<file path="config.mk">
export PLATFORM = sky130hd
export DESIGN_NAME = lsu_mem_ctrl_flat
export DESIGN_NICKNAME = d
export VERILOG_FILES = /design/src/rtl/lsu_mem_ctrl_if.sv /design/src/rtl/lsu_mem_ctrl.sv /design/src/flat_wrapper.sv
export SDC_FILE = /design/constraint.sdc
export NUM_CORES = 1
export LEC_CHECK = 0
export CORE_AREA = 2 2 105 107
export CTS_CLUSTER_DIAMETER = 150
export DETAILED_ROUTE_END_ITERATION = 8
export DIE_AREA = 0 0 107 109
export GPL_TIMING_DRIVEN = 0
export PLACE_DENSITY = 0.85
export SYNTH_ARGS = -nofsm -noshare
export SYNTH_HDL_FRONTEND = slang
export SYNTH_SLANG_ARGS = --single-unit
</file>
<file path="constraint.sdc">
create_clock -name clk -period 4.35 [get_ports clk]
set_input_delay 0.435 -clock clk [delete_from_list [all_inputs] [get_ports clk]]
set_output_delay 0.435 -clock clk [all_outputs]
set_load 0.01 [all_outputs]
</file>
<file path="src/rtl/lsu_mem_ctrl_if.sv">
// lsu_mem_ctrl_if: data-memory bus between the load/store unit (master) and
// the memory (slave).
//   req    : request valid, held until gnt
//   we     : 1 = write
//   addr   : word-aligned byte address
//   wdata  : lane-replicated store data
//   wmask  : byte-write mask
//   gnt    : slave accepts the request this cycle
//   rvalid : load data valid
//   rdata  : load data word
interface lsu_mem_ctrl_if #(parameter int WIDTH = 32);
  logic                 req;
  logic                 we;
  logic [WIDTH-1:0]     addr;
  logic [WIDTH-1:0]     wdata;
  logic [WIDTH/8-1:0]   wmask;
  logic                 gnt;
  logic                 rvalid;
  logic [WIDTH-1:0]     rdata;

  modport master (output req, we, addr, wdata, wmask, input gnt, rvalid, rdata);
  modport slave  (input req, we, addr, wdata, wmask, output gnt, rvalid, rdata);
endinterface

</file>
<file path="src/rtl/lsu_mem_ctrl.sv">
// lsu_mem_ctrl: MEM-stage load/store unit. Issues one word-aligned bus
// transaction per load/store, formats store masks/data and load results,
// and stalls the pipeline until the access completes (DONE).
// Ports:
//   clk, rst          : clock, synchronous active-high reset
//   req_*             : MEM-stage request (valid, we, funct3, addr, wdata)
//   stall_o           : pipeline hold (combinational)
//   rdata_o           : formatted load data (registered)
//   rdata_valid_o     : one-cycle completion pulse
//   misalign_o        : one-cycle misaligned-access pulse
//   bus               : memory bus, master side
// Build option: define LSU_MISALIGN_TRAP_EN to complete misaligned H/W
// accesses without a bus transaction and flag them on misalign_o.
module lsu_mem_ctrl #(
  parameter int WIDTH = 32
) (
  input  logic             clk,
  input  logic             rst,
  input  logic             req_valid,
  input  logic             req_we,
  input  logic [2:0]       req_funct3,
  input  logic [WIDTH-1:0] req_addr,
  input  logic [WIDTH-1:0] req_wdata,
  output logic             stall_o,
  output logic [WIDTH-1:0] rdata_o,
  output logic             rdata_valid_o,
  output logic             misalign_o,
  lsu_mem_ctrl_if.master   bus
);

  localparam int NB = WIDTH / 8;

  typedef enum logic [1:0] {S_IDLE, S_REQ, S_WAIT, S_DONE} state_e;

  state_e           state_q, state_d;
  logic             we_q;
  logic [1:0]       size_q;   // 00 byte, 01 half, else word
  logic             uns_q;
  logic [1:0]       lane_q;
  logic [WIDTH-1:0] addr_q, wdata_q, rdata_q;
  logic [NB-1:0]    wmask_q;

  logic [1:0]       req_size;
  logic [NB-1:0]    wmask_d;
  logic [WIDTH-1:0] wdata_d, fmt_d;
  logic [7:0]       byte_sel;
  logic [15:0]      half_sel;
  logic             trap_d;
  logic             accept;

  // funct3[1:0] gives the size; undefined codes 011/110/111 fall into word.
  assign req_size = req_funct3[1:0];
  assign accept   = (state_q == S_IDLE) & req_valid;

  // Store formatting: replicate data so any lane the mask selects is valid.
  always_comb begin
    wmask_d = '1;
    wdata_d = req_wdata;
    case (req_size)
      2'b00: begin
        wmask_d = NB'(1) << req_addr[1:0];
        wdata_d = {NB{req_wdata[7:0]}};
      end
      2'b01: begin
        wmask_d = NB'(3) << {req_addr[1], 1'b0};
        wdata_d = {(NB/2){req_wdata[15:0]}};
      end
      default: ;
    endcase
  end

`ifdef LSU_MISALIGN_TRAP_EN
  logic mis_q;

  always_comb begin
    trap_d = 1'b0;
    case (req_size)
      2'b00:   trap_d = 1'b0;
      2'b01:   trap_d = req_addr[0];
      default: trap_d = |req_addr[1:0];
    endcase
  end

  always_ff @(posedge clk) begin
    if (rst)         mis_q <= 1'b0;
    else if (accept) mis_q <= trap_d;
  end

  assign misalign_o = ~rst & (state_q == S_DONE) & mis_q;
`else
  assign trap_d     = 1'b0;
  assign misalign_o = 1'b0;
`endif

  // Load formatting from the live bus word, captured on rvalid in WAIT.
  always_comb begin
    byte_sel = bus.rdata[{lane_q, 3'b000} +: 8];
    half_sel = bus.rdata[{lane_q[1], 4'b0000} +: 16];
    case (size_q)
      2'b00:   fmt_d = {{(WIDTH-8){~uns_q & byte_sel[7]}}, byte_sel};
      2'b01:   fmt_d = {{(WIDTH-16){~uns_q & half_sel[15]}}, half_sel};
      default: fmt_d = bus.rdata;
    endcase
  end

  always_comb begin
    state_d = state_q;
    case (state_q)
      S_IDLE:  if (req_valid)  state_d = trap_d ? S_DONE : S_REQ;
      S_REQ:   if (bus.gnt)    state_d = we_q ? S_DONE : S_WAIT;
      S_WAIT:  if (bus.rvalid) state_d = S_DONE;
      S_DONE:                  state_d = S_IDLE;
      default:                 state_d = S_IDLE;
    endcase
  end

  always_ff @(posedge clk) begin
    if (rst) begin
      state_q <= S_IDLE;
      we_q    <= 1'b0;
      size_q  <= 2'b00;
      uns_q   <= 1'b0;
      lane_q  <= 2'b00;
      addr_q  <= '0;
      wdata_q <= '0;
      wmask_q <= '0;
      rdata_q <= '0;
    end else begin
      state_q <= state_d;
      if (accept) begin
        we_q    <= req_we;
        size_q  <= req_size;
        uns_q   <= req_funct3[2];
        lane_q  <= req_addr[1:0];
        addr_q  <= {req_addr[WIDTH-1:2], 2'b00};
        wdata_q <= wdata_d;
        wmask_q <= wmask_d;
      end
      if ((state_q == S_WAIT) && bus.rvalid) rdata_q <= fmt_d;
    end
  end

  // Combinational outputs are gated by rst so everything reads 0 in reset.
  assign stall_o       = ~rst & ((state_q == S_REQ) | (state_q == S_WAIT) | accept);
  assign rdata_o       = rdata_q;
  assign rdata_valid_o = ~rst & (state_q == S_DONE);

  assign bus.req   = ~rst & (state_q == S_REQ);
  assign bus.we    = bus.req & we_q;
  assign bus.addr  = addr_q;
  assign bus.wdata = wdata_q;
  assign bus.wmask = wmask_q;

endmodule

</file>
<file path="src/flat_wrapper.sv">
// flat-port wrapper written by rule: the top's interface ports become plain ports
module lsu_mem_ctrl_flat 
#(
  parameter int WIDTH = 32
)
  (clk, rst, req_valid, req_we, req_funct3, req_addr, req_wdata, stall_o, rdata_o, rdata_valid_o, misalign_o, bus_req, bus_we, bus_addr, bus_wdata, bus_wmask, bus_gnt, bus_rvalid, bus_rdata);
  lsu_mem_ctrl_if #(.WIDTH(WIDTH)) bus_i ();
  input  logic clk;
  input  logic rst;
  input  logic req_valid;
  input  logic req_we;
  input  logic [2:0] req_funct3;
  input  logic [WIDTH-1:0] req_addr;
  input  logic [WIDTH-1:0] req_wdata;
  output logic stall_o;
  output logic [WIDTH-1:0] rdata_o;
  output logic rdata_valid_o;
  output logic misalign_o;
  output wire logic [$bits(bus_i.req)-1:0] bus_req;
  output wire logic [$bits(bus_i.we)-1:0] bus_we;
  output wire logic [$bits(bus_i.addr)-1:0] bus_addr;
  output wire logic [$bits(bus_i.wdata)-1:0] bus_wdata;
  output wire logic [$bits(bus_i.wmask)-1:0] bus_wmask;
  input wire logic [$bits(bus_i.gnt)-1:0] bus_gnt;
  input wire logic [$bits(bus_i.rvalid)-1:0] bus_rvalid;
  input wire logic [$bits(bus_i.rdata)-1:0] bus_rdata;
  assign bus_req = bus_i.req;
  assign bus_we = bus_i.we;
  assign bus_addr = bus_i.addr;
  assign bus_wdata = bus_i.wdata;
  assign bus_wmask = bus_i.wmask;
  assign bus_i.gnt = bus_gnt;
  assign bus_i.rvalid = bus_rvalid;
  assign bus_i.rdata = bus_rdata;
  lsu_mem_ctrl #(.WIDTH(WIDTH)) u_core (.clk(clk), .rst(rst), .req_valid(req_valid), .req_we(req_we), .req_funct3(req_funct3), .req_addr(req_addr), .req_wdata(req_wdata), .stall_o(stall_o), .rdata_o(rdata_o), .rdata_valid_o(rdata_valid_o), .misalign_o(misalign_o), .bus(bus_i));
endmodule
</file>
==> impl_metrics.ini, run 1 <==
[critical_path]
critPathCapture = stall_o
path_max_fanout = 10
r2r-start = u_core.state_q[0]
crit_arrival_ns = 2.83
cp-end-kind = output pin
crit_required_ns = 3.91
timing.rr.end = u_core.bus.wdata[25]
criticalPathCategory = reg -> out
worstSetupStartpointType = register
rrSetupSlack_ns = 2.29
cp-startpoint = u_core.state_q[0]
reg2reg_depth = 8

[power]
leakage_nw = 2.55
power.density_nw_per_um2 = 494
ir_worst_vdd_v = 0.000358

[timing]
fin_ws_ns = 1.08
maxSlewHeadroom_pct = 61.9
finalHoldViolCount = 0
fin_worst_skew_ns = 0.0105
tns_ns = 0
fmax_mhz = 306
finalMaxSlewViolations = 0
fin_worst_hold_slack_ns = 0.462
min_period_ns = 3.27
fin_crit_sh_pct = 75.1
setup_viol = 0
worst_pin_slew_ns = 0.572
rsz0062_at_grt = false

[placed_design]
io_buffer_count = 204
pre_cts_slack_ns = 1.25
finalWeightedCongestion = 0.958
hpwl_mm = 12.5

[die]
row_count = 38
core_area_um2 = 10600
initial_core_util_pct = 44.0
dieArea_um2 = 11700
ios = 210
die_height_um = 109
die_w_um = 107

[finish]
diodes = 0
drive_gt1_share_pct = 6.38
syn_to_final_growth_pct = 53.0
fin_nets = 905

[drt]
via_per_inst = 5.40
first_pass_iters = 6
vias = 5076
wl_per_cell_um = 16.9
drc = 0
wirelength_mm = 15.9
drt-initial-drc-count = 305
antenna_left = 0

[synth]
synthFlopType = dfxtp_1
yosysWarnings = 0
yosys-top-cells-count = nand2_1, dfxtp_1, nor2_1
syn_area_um2 = 4670
synth_largest_area_cell = dfxtp_1
yosys_register_bits = 106
syn_avg_cell_area_um2 = 8.07
synth_cell_types = 31
syn_inst = 578
synth_top_area_share_pct = 45.5
async_flop_share_pct = 0
ys_seq_area_share_pct = 45.5
synth_edf_count = 0
ys_top_cells_by_area = dfxtp_1, nand2_1, a21oi_1
yosysMostFrequentCell = nand2_1

[grt]
grt_antenna_before_repair = 0
track_usage_pct = 26.8
grt_pass1_wl_mm = 24.7
gr-total-overflow = 0
grt_start_max_net_pins = 19
use_met1_pct = 31.4
met3_usage_pct = 5.38
gr-usage-met2_pct = 46.6
grt_pass1_vias = 4956
grt.busiest_layer = met2

[outcome]
status = complete, no violations

[clock_tree]
root_buffer = clkbuf_8
post_cts_resized = 0
post_cts_buffers = 0
clock-sinks = 106
clk_latency_ns = 0.37
cts_tree = yes
cts_made_buffers = 9
htreeDepth = 3
cts_hold_buf = 0
clock_path_buffers = 2
clk_pin_slew_ns = 0.10

[run]
max_cap_violations = 0

[hold_path]
holdCritPathClass = reg -> reg
cells by family (layout without fill, tap and decap cells):
logic type	Yosys count	count (layout)	synth area share, %
adder cells (fa/ha/maj)	5	5	1.34
AO/OA/AOI/OAI	156	156	22.4
other	1	3	0.0804
AND/OR/NAND/NOR	227	227	19.5
buffers and inverters	56	276	5.18
flip-flops	106	106	45.5
multiplexers	27	27	5.98
registers in the layout (all words and copies together) (netlist names):
name	cells
u_core.lane_q	2
u_core.size_q	2
u_core.we_q	1
u_core.state_q	2
u_core.rdata_o	32
u_core.bus.wmask	4
u_core.bus.wdata	32
u_core.uns_q	1
u_core.bus.addr	30
power by group:
part | internal [mW] | switching [mW]
Clock | 0.389 | 0.357
Sequential | 1.19 | 0.131
Combinational | 0.697 | 0.764
Total | 2.27 | 1.25
stage by stage:
| stage | power, mW | cell area (um^2) | util [%] | cells |
|---|---|---|---|---|
| finish | 3.53 | 7140 | 67.3 | 940 |
| global route | 3.72 | 7140 | 67.3 | 940 |
| CTS | 3.53 | 7140 | 67.3 | 940 |
| detailed placement | 2.79 | 6890 | 65.0 | 924 |
| global placement | 2.74 | 6890 | 65.0 | 924 |
| floorplan | 2.06 | 4670 | - | 580 |
metal layers:
metal	vias to the layer above	share of wire, %
li1	2425	-
met4	0	3.7
met5	-	0
met1	2359	39
met3	42	9.2
met2	250	48
cell type report:
| type | count | area, um^2 |
|---|---|---|
| plain buffers | 49 | 215 |
| repair buffers | 204 | 2040 |
| fillers | 894 | 3460 |
| clock inverters | 7 | 125 |
| clock buffers | 9 | 124 |
| inverters | 7 | 26.3 |
| multi-input cells | 418 | 2310 |
| well taps | 140 | 175 |
| flip-flops and latches | 106 | 2120 |
worst max-delay path, cell delays in order, from the launching register on:
cell and delay [ns]:
dfxtp_1 0.35, inv_1 0.15, ha_1 0.22, and2_1 0.13, clkbuf_1 0.33, buf_2 0.29
buf_2 0.29, nor2_1 0.07, nor2_1 0.09, clkdlybuf4s50_1 0.56
worst min-delay path by stage:
stage / from / endpoint / cells past startpoint
2_1_floorplan: u_core.we_q / u_core.we_q / 2
3_3_place_gp: u_core.rdata_o[4] / u_core.rdata_o[4] / 2
3_5_place_dp: u_core.rdata_o[5] / u_core.rdata_o[5] / 2
4_1_cts: u_core.bus.addr[13] / u_core.bus.addr[13] / 2
5_1_grt: u_core.bus.addr[20] / u_core.bus.addr[20] / 2
6_report: u_core.bus.addr[4] / u_core.bus.addr[4] / 2
layout by cell type (no fill, tap or decap), types with 2 or more instances in the layout:
master             n
mux2_2             7
inv_1              7
clkbuf_8           9
a311oi_1          16
buf_4              3
conb_1             3
bufinv_16          3
ha_1               5
a211oi_2          11
nor2_1            58
o21ai_0           34
inv_6              2
nor2b_1            3
a221oi_1           2
a21oi_1           54
o22ai_1            7
and2_1             3
dfxtp_1          106
clkinv_4           2
buf_1              2
nand2_1          149
mux2i_1           20
o221ai_1           7
nand2b_1           6
clkbuf_1          33
a211oi_1          20
clkdlybuf4s50_1  204
buf_2             10
nand3b_1           7
Note: power is estimated with default switching activity, not from simulation.
==> run 2, diff against run 1 <==
- CORE_AREA: 2 2 105 107 -> 2 2 114 116
- DIE_AREA: 0 0 107 109 -> 0 0 116 118
- PLACE_DENSITY: 0.85 -> 0.76
- clock period: 4.35 -> 2.6 ns (I/O delays scaled with it)
==> impl_metrics.ini, run 2 (synthesis results as in run 1) <==
[drt]
wl_per_cell_um = 17.4
vias = 5084
wirelength_mm = 16.9
antenna_left = 0
drc = 0
first_pass_iters = 5
drt-initial-drc-count = 291
via_per_inst = 5.24

[timing]
rsz0062_at_grt = false
setup_viol = 0
fin_worst_skew_ns = 0.00783
fin_crit_sh_pct = 94.5
finalMaxSlewViolations = 0
maxSlewHeadroom_pct = 54.6
fmax_mhz = 407
min_period_ns = 2.46
worst_pin_slew_ns = 0.679
finalHoldViolCount = 0

[die]
ios = 210
die_w_um = 116
initial_core_util_pct = 37.6
dieArea_um2 = 13700
die_height_um = 118
row_count = 41
core_area_um2 = 12400

[power]
combinationalPowerShare_pct = 40.9
ir_worst_vdd_v = 0.000462
p_int_mw = 3.87
p_switching_mw = 2.15
leakage_nw = 2.57
power.density_nw_per_um2 = 835
swShare_pct = 35.7
p_seq_share_pct = 36.8
power_frac_clock_pct = 22.3

[finish]
regArea_um2 = 2120
fin_nets = 903
fill_cells = 1154
diodes = 0
fin_area_um2 = 7220
drive_gt1_share_pct = 6.27
layout_commonest_cell = clkdlybuf4s50_1
multi_input_area_um2 = 2310
syn_to_final_growth_pct = 54.7
final_cells = 970
most-common-layout-cells = clkdlybuf4s50_1, nand2_1, dfxtp_1

[grt]
track_usage_pct = 24.4
grt_pass1_wl_mm = 26.2
grt_antenna_before_repair = 0
grt_pass1_vias = 5040
grt_start_max_net_pins = 20
gr-total-overflow = 0

[clock_tree]
clk_pin_slew_ns = 0.07
clock_path_buffers = 2
cts_tree = yes
clock-sinks = 106
post_cts_buffers = 0
clk_latency_ns = 0.35
root_buffer = clkbuf_16
cts_hold_buf = 0
htreeDepth = 3
cts_made_buffers = 9

[placed_design]
placed_area_um2 = 6930
finalWeightedCongestion = 0.920
hpwl_mm = 12.8
dp.cells = 956
io_buffer_count = 204

[critical_path]
crit_required_ns = 2.34
crit_chain = inv_1, ha_1, and2_4, buf_6, nor2_1, nor2_1, clkdlybuf4s50_1
worstSetupStartpointType = register
crit_family = buffers and inverters
slowest_stage = clkdlybuf4s50_1
criticalPathCategory = reg -> out
worst-path-buf-inv = 3
path_max_fanout = 19
crit_arrival_ns = 2.20
cpPeakStageDelay_ns = 0.56
cp-end-kind = output pin
crit_top_cell = nor2_1

[run]
max_cap_violations = 0

[outcome]
status = complete, no violations

[hold_path]
holdCritPathClass = in -> reg
run 2: cell count changes in the layout (fill, tap and decap cells not counted):
| cell | delta |
|---|---|
| clkbuf_16 | +9 |
| bufinv_16 | -3 |
| inv_6 | +1 |
| clkbuf_8 | -7 |
| clkinv_4 | -2 |
| clkinv_2 | +1 |
| and2_1 | -1 |
| and2_4 | +1 |
| buf_6 | +1 |
| buf_2 | -2 |
run 2: per-layer routing:
layer	track usage [%]	up-vias	share of wire, %
li1	-	2421	-
met3	7.21	28	8.9
met1	29.5	2404	41
met2	40.9	231	48
met4	8.18	0	2.2
met5	0	-	0
run 2: power by group through the flow:
stage / logic (mW) / registers [mW] / clock network (mW)
2_1_floorplan: 1.09 / 2.36 / 0
3_3_place_gp: 2.40 / 2.23 / 0
3_5_place_dp: 2.45 / 2.24 / 0
4_1_cts: 2.46 / 2.21 / 1.37
5_1_grt: 2.68 / 2.26 / 1.44
6_report: 2.46 / 2.22 / 1.34
run 2: stage by stage:
stage / setup TNS (ns) / utilization (%) / worst slack, ns / total power [mW] / hold slack [ns]
after floorplan: 0 / - / 0.804 / 3.45 / 0.396
after global placement: -0.154 / 55.8 / -0.154 / 4.63 / 0.435
after detailed placement: -0.134 / 55.8 / -0.134 / 4.69 / 0.444
after CTS: 0 / 58.1 / 0.0291 / 6.04 / 0.384
after global routing: 0 / 58.1 / 0.0493 / 6.38 / 0.440
final: 0 / 58.1 / 0.142 / 6.03 / 0.405
run 2: tightest hold or removal path, delay by kind of cell:
family	cells	cell delay, ns
compound gates	2	0.29
buf+inv	1	0.17
run 2: worst paths after layout:
path / startpoint / to / slack [ns] / cells past startpoint
worst min register to register: u_core.rdata_o[2] / u_core.rdata_o[2] / 0.46 / 2
worst max-delay path: u_core.state_q[0] / stall_o / 0.14 / 7
worst max register to register: u_core.state_q[0] / u_core.rdata_o[25] / 0.56 / 8
worst min-delay path: req_funct3[1] / u_core.bus.wdata[10] / 0.40 / 3
run 2: cell type report:
| cell class | instances | area share, % |
|---|---|---|
| multi-input combinational | 418 | 32.0 |
| sequential | 106 | 29.4 |
| timing repair buffer | 204 | 28.3 |
| clock buffer | 12 | 3.55 |
| tap | 172 | 2.98 |
| buffer | 47 | 2.95 |
| clock inverter | 4 | 0.433 |
| inverter | 7 | 0.364 |
run 2: what timing repair did:
action,CTS,global route
pin swaps,0,0
endpoints found under the setup margin,1,1
hold endpoints to repair,0,0
resized for setup,2,2
